$ cat src/rtl/usb_fs_rx_phy_pkg.sv
// Shared encodings and constants for the full-speed USB receive front end.
package usb_rx_pkg;

    // Encoding matches {dm, dp}, so the raw pin pair maps straight onto it.
    typedef enum logic [1:0] {
        LS_SE0 = 2'd0,
        LS_J   = 2'd1,
        LS_K   = 2'd2,
        LS_SE1 = 2'd3
    } line_state_t;

    typedef enum logic [2:0] {
        ST_IDLE,
        ST_SYNC,
        ST_DATA,
        ST_EOP,
        ST_ABORT
    } rx_state_t;

    localparam int unsigned SYNC_MIN_ZEROS = 3;
    localparam int unsigned DRIBBLE_MAX    = 1;

    function automatic line_state_t decode_line(input logic dp, input logic dm);
        return line_state_t'({dm, dp});
    endfunction

endpackage

$ cat src/rtl/usb_fs_rx_phy_dpll.sv
// Bit-timing recovery: free-running phase counter that re-aligns on every
// line transition and strobes once per bit near the middle of the bit cell.
module usb_rx_dpll #(
    parameter int unsigned OVERSAMPLE = 4
) (
    input  logic clk,
    input  logic rst,
    input  logic en,
    input  logic resync,
    output logic bit_strobe
);

    localparam int unsigned PW = (OVERSAMPLE > 1) ? $clog2(OVERSAMPLE) : 1;

    logic [PW-1:0] phase;

    always_ff @(posedge clk) begin
        if (rst || !en || resync) begin
            phase <= '0;
        end else if (phase == PW'(OVERSAMPLE - 1)) begin
            phase <= '0;
        end else begin
            phase <= phase + 1'b1;
        end
    end

    assign bit_strobe = en && (phase == PW'(OVERSAMPLE / 2 - 1));

endmodule

$ cat src/rtl/usb_fs_rx_phy.sv
// Full-speed USB receive front end: line decode, SYNC hunt, NRZI decode,
// bit unstuffing, byte assembly and EOP/error detection.
module usb_fs_rx_phy
    import usb_rx_pkg::*;
#(
    parameter int unsigned OVERSAMPLE = 4,
    parameter int unsigned STUFF_LEN  = 6,
    parameter int unsigned IDLE_BITS  = 8
) (
    input  logic       clk,
    input  logic       rst,
    input  logic       rx_en,
    input  logic       dp_i,
    input  logic       dm_i,
    output logic [1:0] line_state,
    output logic       rx_active,
    output logic       rx_valid,
    output logic [7:0] rx_data,
    output logic       rx_eop,
    output logic       rx_error
);

    localparam int unsigned OW = $clog2(STUFF_LEN + 1);
    localparam int unsigned JW = $clog2(IDLE_BITS + 1);
    localparam int unsigned ZW = $clog2(SYNC_MIN_ZEROS + 1);

    line_state_t   ls, ls_raw;
    logic          resync, bit_strobe, dec_one, is_jk;

    rx_state_t     state, state_n;
    line_state_t   prev_jk, prev_jk_n;
    logic [2:0]    sync_cnt, sync_cnt_n;
    logic [ZW-1:0] zeros, zeros_n;
    logic [OW-1:0] ones, ones_n;
    logic [2:0]    bit_cnt, bit_cnt_n;
    logic [7:0]    shift, shift_n, data_n;
    logic          residue_err, residue_err_n;
    logic          seen_se0, seen_se0_n;
    logic [JW-1:0] j_cnt, j_cnt_n;
    logic          active_n, valid_n, eop_n, error_n;

    assign ls_raw     = decode_line(dp_i, dm_i);
    assign line_state = ls;
    assign resync     = (ls_raw != ls);
    assign is_jk      = (ls == LS_J) || (ls == LS_K);
    assign dec_one    = (ls == prev_jk);

    always_ff @(posedge clk) begin
        if (rst || !rx_en) begin
            ls <= LS_J;
        end else begin
            ls <= ls_raw;
        end
    end

    usb_rx_dpll #(
        .OVERSAMPLE(OVERSAMPLE)
    ) u_dpll (
        .clk       (clk),
        .rst       (rst),
        .en        (rx_en),
        .resync    (resync),
        .bit_strobe(bit_strobe)
    );

    always_comb begin
        state_n       = state;
        prev_jk_n     = prev_jk;
        sync_cnt_n    = sync_cnt;
        zeros_n       = zeros;
        ones_n        = ones;
        bit_cnt_n     = bit_cnt;
        shift_n       = shift;
        data_n        = rx_data;
        residue_err_n = residue_err;
        seen_se0_n    = seen_se0;
        j_cnt_n       = j_cnt;
        active_n      = rx_active;
        valid_n       = 1'b0;
        eop_n         = 1'b0;
        error_n       = 1'b0;

        case (state)
            ST_IDLE: begin
                prev_jk_n = LS_J;
                active_n  = 1'b0;
                if (ls == LS_J && ls_raw == LS_K) begin
                    state_n    = ST_SYNC;
                    sync_cnt_n = '0;
                    zeros_n    = '0;
                end
            end

            ST_SYNC: begin
                if (bit_strobe) begin
                    if (!is_jk) begin
                        state_n = ST_IDLE;
                    end else begin
                        prev_jk_n = ls;
                        if (dec_one && zeros >= ZW'(SYNC_MIN_ZEROS)) begin
                            state_n   = ST_DATA;
                            active_n  = 1'b1;
                            bit_cnt_n = '0;
                            ones_n    = '0;
                        end else begin
                            if (dec_one) begin
                                zeros_n = '0;
                            end else if (zeros != ZW'(SYNC_MIN_ZEROS)) begin
                                zeros_n = zeros + 1'b1;
                            end
                            if (sync_cnt == 3'd7) begin
                                state_n = ST_IDLE;
                            end else begin
                                sync_cnt_n = sync_cnt + 3'd1;
                            end
                        end
                    end
                end
            end

            ST_DATA: begin
                if (bit_strobe) begin
                    case (ls)
                        LS_SE0: begin
                            state_n       = ST_EOP;
                            residue_err_n = (bit_cnt > 3'(DRIBBLE_MAX));
                        end
                        LS_SE1: begin
                            state_n    = ST_ABORT;
                            error_n    = 1'b1;
                            active_n   = 1'b0;
                            seen_se0_n = 1'b0;
                            j_cnt_n    = '0;
                        end
                        default: begin
                            prev_jk_n = ls;
                            // A full run of ones means this bit is the stuffed 0.
                            if (ones == OW'(STUFF_LEN)) begin
                                if (dec_one) begin
                                    state_n    = ST_ABORT;
                                    error_n    = 1'b1;
                                    active_n   = 1'b0;
                                    seen_se0_n = 1'b0;
                                    j_cnt_n    = '0;
                                end else begin
                                    ones_n = '0;
                                end
                            end else begin
                                ones_n    = dec_one ? ones + 1'b1 : '0;
                                shift_n   = {dec_one, shift[7:1]};
                                bit_cnt_n = bit_cnt + 3'd1;
                                if (bit_cnt == 3'd7) begin
                                    data_n  = shift_n;
                                    valid_n = 1'b1;
                                end
                            end
                        end
                    endcase
                end
            end

            ST_EOP: begin
                if (bit_strobe) begin
                    case (ls)
                        LS_SE0: ;
                        LS_J: begin
                            state_n  = ST_IDLE;
                            eop_n    = 1'b1;
                            error_n  = residue_err;
                            active_n = 1'b0;
                        end
                        default: begin
                            state_n    = ST_ABORT;
                            error_n    = 1'b1;
                            active_n   = 1'b0;
                            seen_se0_n = 1'b0;
                            j_cnt_n    = '0;
                        end
                    endcase
                end
            end

            ST_ABORT: begin
                active_n = 1'b0;
                if (bit_strobe) begin
                    case (ls)
                        LS_SE0: begin
                            seen_se0_n = 1'b1;
                            j_cnt_n    = '0;
                        end
                        LS_J: begin
                            if (seen_se0 || j_cnt == JW'(IDLE_BITS - 1)) begin
                                state_n = ST_IDLE;
                            end else begin
                                j_cnt_n = j_cnt + 1'b1;
                            end
                        end
                        default: begin
                            seen_se0_n = 1'b0;
                            j_cnt_n    = '0;
                        end
                    endcase
                end
            end

            default: state_n = ST_IDLE;
        endcase
    end

    always_ff @(posedge clk) begin
        if (rst || !rx_en) begin
            state       <= ST_IDLE;
            prev_jk     <= LS_J;
            sync_cnt    <= '0;
            zeros       <= '0;
            ones        <= '0;
            bit_cnt     <= '0;
            shift       <= '0;
            residue_err <= 1'b0;
            seen_se0    <= 1'b0;
            j_cnt       <= '0;
            rx_data     <= '0;
            rx_active   <= 1'b0;
            rx_valid    <= 1'b0;
            rx_eop      <= 1'b0;
            rx_error    <= 1'b0;
        end else begin
            state       <= state_n;
            prev_jk     <= prev_jk_n;
            sync_cnt    <= sync_cnt_n;
            zeros       <= zeros_n;
            ones        <= ones_n;
            bit_cnt     <= bit_cnt_n;
            shift       <= shift_n;
            residue_err <= residue_err_n;
            seen_se0    <= seen_se0_n;
            j_cnt       <= j_cnt_n;
            rx_data     <= data_n;
            rx_active   <= active_n;
            rx_valid    <= valid_n;
            rx_eop      <= eop_n;
            rx_error    <= error_n;
        end
    end

endmodule

$ cat config.mk
export PLATFORM = sky130hd
export DESIGN_NAME = usb_fs_rx_phy
export DESIGN_NICKNAME = d
export VERILOG_FILES = /design/src/rtl/usb_fs_rx_phy_pkg.sv /design/src/rtl/usb_fs_rx_phy_dpll.sv /design/src/rtl/usb_fs_rx_phy.sv
export SDC_FILE = /design/constraint.sdc
export NUM_CORES = 1
export LEC_CHECK = 0
export BUFFER_PORTS_ARGS = -buffer_cell sky130_fd_sc_hd__buf_2
export CORE_MARGIN = 4
export CORE_UTILIZATION = 35
export DETAILED_ROUTE_END_ITERATION = 16
export SYNTH_ARGS = -nofsm -noshare
export SYNTH_HDL_FRONTEND = slang
export SYNTH_SLANG_ARGS = --single-unit
export TNS_END_PERCENT = 50
$ cat constraint.sdc
create_clock -name clk -period 2.7 [get_ports clk]
set_input_delay 0.675 -clock clk [delete_from_list [all_inputs] [get_ports clk]]
set_output_delay 0.675 -clock clk [all_outputs]
set_load 0.01 [all_outputs]
==> impl_metrics.json, run 1 <==
{
  "status": "finished, final reports clean",
  "ant_nets": 0,
  "fin_total_pwr_w": 0.00125,
  "fin_ws_ns": 0.263,
  "place_congestion": 0.908,
  "core_sq_um": 6530,
  "rows": 29,
  "cp_max_fo": 8,
  "io_buffers": 18,
  "grt_pass1_vias": 1926,
  "cts.sinks": 45,
  "skew_ns": 0.00946,
  "pwr-share-clk": 0.341,
  "synth.largest_area_cell": "dfxtp_1",
  "die-area_sq_um": 8280,
  "synth_commonest_cells": "dfxtp_1, nand2_1, a21oi_1, nor2_1, nand3_1",
  "drt_iter0_markers": 150,
  "chipHeight_um": 91.0,
  "slew_violations": 0,
  "design_area_sq_um": 2660,
  "post-route-min-period_ns": 2.44,
  "clk_latency_ns": 0.31,
  "grt_max_degree": 24,
  "post-place-ws_ns": 0.281,
  "tns_ns": 0,
  "worstMarginPinSlew_ns": 0.481,
  "postCtsHoldBufs": 0,
  "synth_edf_count": 0,
  "maxSlewHeadroom": 0.677,
  "htree_levels": 2,
  "worstHoldPathCells": 2,
  "ys_types": 54,
  "grt_first_pass_wirelength_um": 9320,
  "rsz0062_at_grt": "false",
  "routed_via_density": 5.59,
  "finalCritPeriodShare": 0.903,
  "area_delta_synth_final_pct": 10.4,
  "fin_hold_ws_ns": 0.454,
  "worstSetupPathType": "reg2reg",
  "ys_ff_latch": 45,
  "p_per_area_nw_per_um2": 471,
  "end_kind": "flop",
  "routed_wl_um": 5490,
  "seq_power_share": 0.540,
  "sw_frac_of_total": 0.276,
  "p_int_w": 0.000908,
  "p_comb_frac": 0.119,
  "r2r_cells": 7,
  "hold_path.class": "reg2reg",
  "fmax_mhz": 410,
  "via_count": 2156,
  "cts_resized": 0,
  "nNetsFinal": 327,
  "synth_nets": 311,
  "start_util": 0.369,
  "yosysMostFrequentCell": "dfxtp_1",
  "yosysWarnings": 0,
  "postSynthCellCount": 292,
  "cts.root.buffer_cell": "clkbuf_8",
  "path_clk_slew_ns": 0.09,
  "synth_top_area_share": 0.373,
  "leakagePower_nw": 0.989,
  "first_pass_iters": 4,
  "grt-ovfl-total": 0,
  "synth_flop_cell": "dfxtp_1",
  "cts_tree": "done",
  "synth_top_cells_by_area": "dfxtp_1, ha_1, a21oi_1",
  "routedWlPerCell_um": 14.2,
  "dpl.hpwl_um": 3970,
  "synth-async-reset-ratio": 0,
  "peakVddDrop_mv": 0.146,
  "place_area_sq_um": 2570,
  "grt_use_total": 0.136,
  "cp.arrival_ns": 2.68,
  "antenna_found_initial": 0,
  "hold_violations": 0,
  "critPathLaunchType": "flop",
  "io_pins": 19,
  "cp.required_ns": 2.94,
  "ys_seq_area_frac": 0.373,
  "die_w_um": 91.0,
  "setup-violations-final": 0,
  "cts_buffers": 5,
  "p_sw_w": 0.000346,
  "syn_area_sq_um": 2410,
  "n_antenna_cell": 0,
  "postSynthAreaPerCell_sq_um": 8.26,
  "drive_gt1_frac": 0.136,
  "post-cts-setup-buffers": 0,
  "route.detailed.drc": 0,
  "clk_path_buf_depth": 2,
  "drv_cap": 0
}
## sequential cells by signal (all words and copies together), names as in the netlist, 2 cells and up
signal / count
zeros: 2
rx_data: 8
ones: 3
j_cnt: 4
line_state: 2
prev_jk: 2
u_dpll.phase: 2
shift: 7
sync_cnt: 3
state: 3
bit_cnt: 3
## power by group through the flow
stage,clock network (W),registers (W),logic [W]
3_5_place_dp,0,0.000692,0.000146
5_1_grt,0.000462,0.000678,0.000164
3_3_place_gp,0,0.000692,0.000148
6_report,0.000427,0.000677,0.000149
2_1_floorplan,0,0.000689,0.000113
4_1_cts,0.000442,0.000677,0.000147
## layer usage
metal / vias to the layer above / global-route usage / wire (um)
met1: 1009 / 0.182 / 2720
met2: 45 / 0.215 / 2500
met3: 5 / 0.0298 / 205
li1: 1097 / - / -
met4: 0 / 0.0528 / 73
met5: - / 0 / 0
## cell usage in the layout, fill, tap and decap left out, drive strengths merged, types with 2 or more instances in the layout
cell type	netlist	routed
nor3b	3	3
nand3b	2	2
buf	4	26
o2111ai	2	2
dfxtp	45	45
inv	11	11
ha	14	14
a211oi	4	4
nand4b	2	2
and3b	2	2
nor2	22	22
a22oi	4	4
a31oi	3	3
nand3	15	15
nand2	34	34
o21ai	13	13
nor3	8	8
mux2i	3	3
clkinvlp	0	2
clkbuf	13	6
xor2	2	2
nand4	7	7
o32ai	2	2
nor2b	4	4
nand2b	6	6
a21oi	31	31
or3b	2	2
xnor2	2	2
nor4	3	3
and3	3	3
or4	5	5
a311oi	2	2
## cells by family (layout without fill, tap and decap cells)
logic type | after synthesis | in the layout | synth area share
flops | 45 | 45 | 0.373
mux | 4 | 4 | 0.0171
buf+inv | 28 | 45 | 0.0519
fa+ha+maj | 14 | 14 | 0.0726
simple gates | 122 | 122 | 0.268
xor+xnor | 4 | 4 | 0.0207
compound gates | 75 | 75 | 0.197
## through the flow
step	util	instances
detailed placement	0.394	378
global route	0.408	386
floorplan	-	292
global placement	0.394	378
finish	0.408	386
CTS	0.408	386
## area by class of cell
cell class | instances | area, sq um
Clock buffer | 6 | 72.6
Clock inverter | 2 | 15.0
Fill cell | 694 | 3870
Inverter | 11 | 41.3
Multi-Input combinational cell | 219 | 1390
Sequential cell | 45 | 901
Tap cell | 77 | 96.3
Timing Repair Buffer | 26 | 150
## path summary, 6_finish.rpt
| kind | start | endpoint | slack (ns) |
|---|---|---|---|
| setup / recovery | line_state[0] | j_cnt[2] | 0.26 |
| hold / removal | rx_data[5] | rx_data[5] | 0.45 |
| setup reg to reg | line_state[0] | j_cnt[2] | 0.26 |
| hold reg to reg | rx_data[5] | rx_data[5] | 0.45 |
## critical path, stage by stage (launching register included)
cell and delay, ns:
dfxtp_1 0.51, inv_1 0.10, ha_1 0.27, and3b_1 0.31
nand4b_1 0.19, a221o_1 0.45, or4_1 0.42, a21oi_1 0.13
(Power assumes the default switching activity.)
==> run 2, diff against run 1 <==
- BUFFER_PORTS_ARGS: -buffer_cell sky130_fd_sc_hd__buf_2 -> not set
- DONT_BUFFER_PORTS: not set -> 1
- PLACE_DENSITY: not set -> 0.54
- clock period: 2.7 -> 2.85 ns (I/O delays scaled with it)
==> impl_metrics.json, run 2 (synthesized netlist as in run 1, its figures left out) <==
{
  "status": "finished, final reports clean",
  "r2r_cells": 7,
  "largest_register_ffs": 8,
  "ant_nets": 0,
  "most-common-layout-cells": "dfxtp_1, nand2_1, a21oi_1",
  "worstSetupPathType": "reg2reg",
  "fin_ws_ns": 0.353,
  "drv_cap": 0,
  "n_antenna_cell": 0,
  "layout_commonest_cell": "dfxtp_1",
  "regArea_sq_um": 901,
  "place_congestion": 0.876,
  "area_delta_synth_final_pct": 6.90,
  "nNetsFinal": 309,
  "drt_iter0_markers": 163,
  "chipHeight_um": 91.0,
  "cp_top_family": "simple AND/OR/NAND/NOR gates",
  "worstHoldPathCells": 1,
  "routed_wl_um": 5550,
  "path_clk_slew_ns": 0.09,
  "reg_top3": "rx_data x8, shift x7, j_cnt x4",
  "dpl.hpwl_um": 3950,
  "top_register": "rx_data",
  "rows": 29,
  "grt_use_met2": 0.222,
  "grt-ovfl-total": 0,
  "post-place-ws_ns": 0.374,
  "clk_path_buf_depth": 2,
  "worst-path-buf-inv": 1,
  "grt_first_pass_wirelength_um": 9570,
  "maxSlewHeadroom": 0.581,
  "rsz0062_at_grt": "false",
  "clk_latency_ns": 0.30,
  "first_pass_iters": 4,
  "peakVddDrop_mv": 0.181,
  "cts.root.buffer_cell": "clkbuf_8",
  "path_cells": "inv_1, ha_1, and3b_1, nand4b_1, a221o_1, or4_1, a21oi_1",
  "io_buffers": 0,
  "io_pins": 19,
  "via_count": 2068,
  "cts_buffers": 5,
  "end_kind": "flop",
  "finalCritPeriodShare": 0.876,
  "worstMarginPinSlew_ns": 0.628,
  "slowest_delay_ns": 0.56,
  "cpMaxStageDelayCell": "dfxtp_1",
  "fillers": 666,
  "hold_path.class": "reg2reg",
  "p_per_area_nw_per_um2": 463,
  "post-cts-setup-buffers": 0,
  "met3_usage": 0.0314,
  "routedWlPerCell_um": 15.1,
  "grt_max_degree": 25,
  "tns_ns": 0,
  "fmax_mhz": 400,
  "grt_pass1_vias": 1966,
  "drive_gt1_frac": 0.0859,
  "core_sq_um": 6530,
  "grt_use_total": 0.139,
  "busiest_layer": "met2",
  "met1_usage": 0.193,
  "cp_max_fo": 8,
  "path_depth": 7,
  "cts.sinks": 45,
  "die_w_um": 91.0,
  "postCtsHoldBufs": 0,
  "route.detailed.drc": 0,
  "die-area_sq_um": 8280,
  "leakagePower_nw": 0.906,
  "routed_via_density": 5.62,
  "hold_violations": 0,
  "cts_resized": 0,
  "critPathLaunchType": "flop",
  "skew_ns": 0.0106,
  "start_util": 0.369,
  "cp.arrival_ns": 2.74,
  "slew_violations": 0,
  "post-route-min-period_ns": 2.50,
  "cp.required_ns": 3.09,
  "antenna_found_initial": 0,
  "cts_tree": "done",
  "setup-violations-final": 0,
  "htree_levels": 2,
  "multi_input_area_sq_um": 1390
}
-- run 2: changes by cell type in the layout (fill, tap and decap cells not counted), sizes merged --
cell      previous run  this run
buf                 26         8
clkbuf               6         5
clkinv               0         1
clkinvlp             2         1
inv                 11        12
-- run 2: final cells by class --
class,count,share of cell area
sequential,45,0.349
tap,77,0.0374
inverter,11,0.0160
clock inverter,3,0.00970
timing repair buffer,8,0.0233
multi-input combinational,219,0.538
clock buffer,5,0.0267
-- run 2: final timing paths --
path / startpoint / to / slack, ns
worst min-delay path: u_dpll.phase[0] / u_dpll.phase[0] / 0.46
worst max-delay path: line_state[0] / j_cnt[2] / 0.35
worst min register to register: u_dpll.phase[0] / u_dpll.phase[0] / 0.46
worst max register to register: line_state[0] / j_cnt[2] / 0.35
-- run 2: power breakdown --
part	switching (W)	internal, W
Sequential	0.0000135	0.000633
Combinational	0.0000787	0.0000503
Clock	0.000240	0.000177
Total	0.000333	0.000861
-- run 2: per-layer routing --
metal / share of wire / wire length, um
met5: 0 / 0
met4: 0.0090 / 50
met3: 0.048 / 267
met2: 0.45 / 2480
met1: 0.50 / 2760
-- run 2: per-stage QoR --
stage,utilization,cells,instance area (sq um),power (W),hold slack [ns]
after floorplan,-,292,2410,0.000760,0.421
after global placement,0.380,360,2480,0.000791,0.441
after detailed placement,0.380,360,2480,0.000788,0.452
after CTS,0.395,368,2580,0.00120,0.469
after global routing,0.395,368,2580,0.00124,0.487
final,0.395,368,2580,0.00119,0.465
==> run 3, diff against run 2 <==
- SETUP_SLACK_MARGIN: not set -> 0.5
==> impl_metrics.json, run 3 (synthesized netlist as in run 1, its figures left out) <==
{
  "grt_first_pass_wirelength_um": 9600,
  "reg_top3": "rx_data x8, shift x7, j_cnt x4",
  "layout_commonest_cell": "dfxtp_1",
  "multi_input_area_sq_um": 1390,
  "ant_nets": 0,
  "route.detailed.drc": 0,
  "die-area_sq_um": 8280,
  "fillers": 668,
  "n_antenna_cell": 0,
  "clk_latency_ns": 0.30,
  "status": "finished, final reports clean",
  "grt-ovfl-total": 0,
  "finalCritPeriodShare": 0.783,
  "drt_iter0_markers": 130,
  "p_per_area_nw_per_um2": 459,
  "most-common-layout-cells": "dfxtp_1, nand2_1, a21oi_1",
  "maxSlewHeadroom": 0.583,
  "grt_use_total": 0.140,
  "grt_pass1_vias": 1975,
  "routed_wl_um": 5540,
  "slew_violations": 0,
  "hold_violations": 0,
  "nNetsFinal": 312,
  "place_congestion": 0.876,
  "routedWlPerCell_um": 14.9,
  "place_inst": 360,
  "htree_levels": 2,
  "clk_path_buf_depth": 2,
  "cp.arrival_ns": 2.46,
  "final_util": 0.399,
  "slowest_delay_ns": 0.68,
  "io_buffers": 0,
  "rsz0062_at_grt": "true",
  "cts_tree": "done",
  "via_count": 2081,
  "antenna_found_initial": 0,
  "die_w_um": 91.0,
  "post-route-min-period_ns": 2.23,
  "tns_ns": 0,
  "worstSetupPathType": "reg2reg",
  "skew_ns": 0.0108,
  "core_sq_um": 6530,
  "cts.sinks": 45,
  "leakagePower_nw": 0.917,
  "grt_max_degree": 25,
  "rows": 29,
  "cts_buffers": 5,
  "dpl.hpwl_um": 3950,
  "drive_gt1_frac": 0.105,
  "chipHeight_um": 91.0,
  "cp.required_ns": 3.08,
  "io_pins": 19,
  "regArea_sq_um": 905,
  "critPathLaunchType": "flop",
  "cts.root.buffer_cell": "clkbuf_8",
  "routed_via_density": 5.61,
  "fin_ws_ns": 0.617,
  "area_delta_synth_final_pct": 8.14,
  "fmax_mhz": 448,
  "end_kind": "flop",
  "first_pass_iters": 4,
  "top_register": "rx_data",
  "cpMaxStageDelayCell": "dfxtp_1",
  "worstMarginPinSlew_ns": 0.626,
  "largest_register_ffs": 8,
  "post-place-ws_ns": 0.374,
  "drv_cap": 0,
  "cp_max_fo": 15,
  "stdcell_count": 371,
  "hold_path.class": "reg2reg",
  "peakVddDrop_mv": 0.181,
  "path_cells": "or3b_4, a41o_1, a21o_1, or4_1, a21oi_1",
  "setup-violations-final": 0,
  "path_clk_slew_ns": 0.09,
  "start_util": 0.369,
  "fin_total_pwr_w": 0.00120
}
run 3: cell type report:
cell class,count,area share
multi-input cells,219,0.533
flip-flops and latches,45,0.347
well taps,77,0.0369
repair buffers,11,0.0317
clock buffers,5,0.0264
inverters,11,0.0158
clock inverters,3,0.00959
run 3: through the flow:
| stage | hold WS (ns) | cell area (sq um) |
|---|---|---|
| floorplan | 0.421 | 2410 |
| global placement | 0.441 | 2480 |
| detailed placement | 0.452 | 2480 |
| CTS | 0.469 | 2590 |
| global route | 0.487 | 2610 |
| finish | 0.465 | 2610 |
run 3: final timing paths:
check	to	startpoint	cells after the start	slack, ns
worst max-delay path	ones[1]	state[1]	5	0.62
worst min-delay path	u_dpll.phase[0]	u_dpll.phase[0]	1	0.46
worst max register to register	ones[1]	state[1]	5	0.62
worst min register to register	u_dpll.phase[0]	u_dpll.phase[0]	1	0.46
run 3: per-layer routing:
| layer | vias up | wire length (um) | GRT usage |
|---|---|---|---|
| met4 | 0 | 49 | 0.0302 |
| li1 | 1069 | - | - |
| met1 | 958 | 2770 | 0.193 |
| met2 | 49 | 2450 | 0.223 |
| met3 | 5 | 274 | 0.0314 |
| met5 | - | 0 | 0 |
run 3: repair_timing:
item                       CTS  global route
hold buffers                 0             0
pin swaps                    1             1
setup endpoints to repair    2             4
gates resized for setup      1             3
gates cloned                 0             0
buffers inserted             2             1
run 3: worst max-delay path, delay by kind of cell (launching register included):
kind / cells / cell delay (ns)
compound gates: 3 / 0.61
simple gates: 2 / 0.87
flops: 1 / 0.68
run 3: where the power goes:
group / leakage (nW) / total (W) / internal, W / switching, W
Sequential: 0.363 / 0.000646 / 0.000633 / 0.0000136
Combinational: 0.509 / 0.000134 / 0.0000545 / 0.0000792
Clock: 0.0447 / 0.000416 / 0.000177 / 0.000239
Total: 0.917 / 0.00120 / 0.000865 / 0.000332
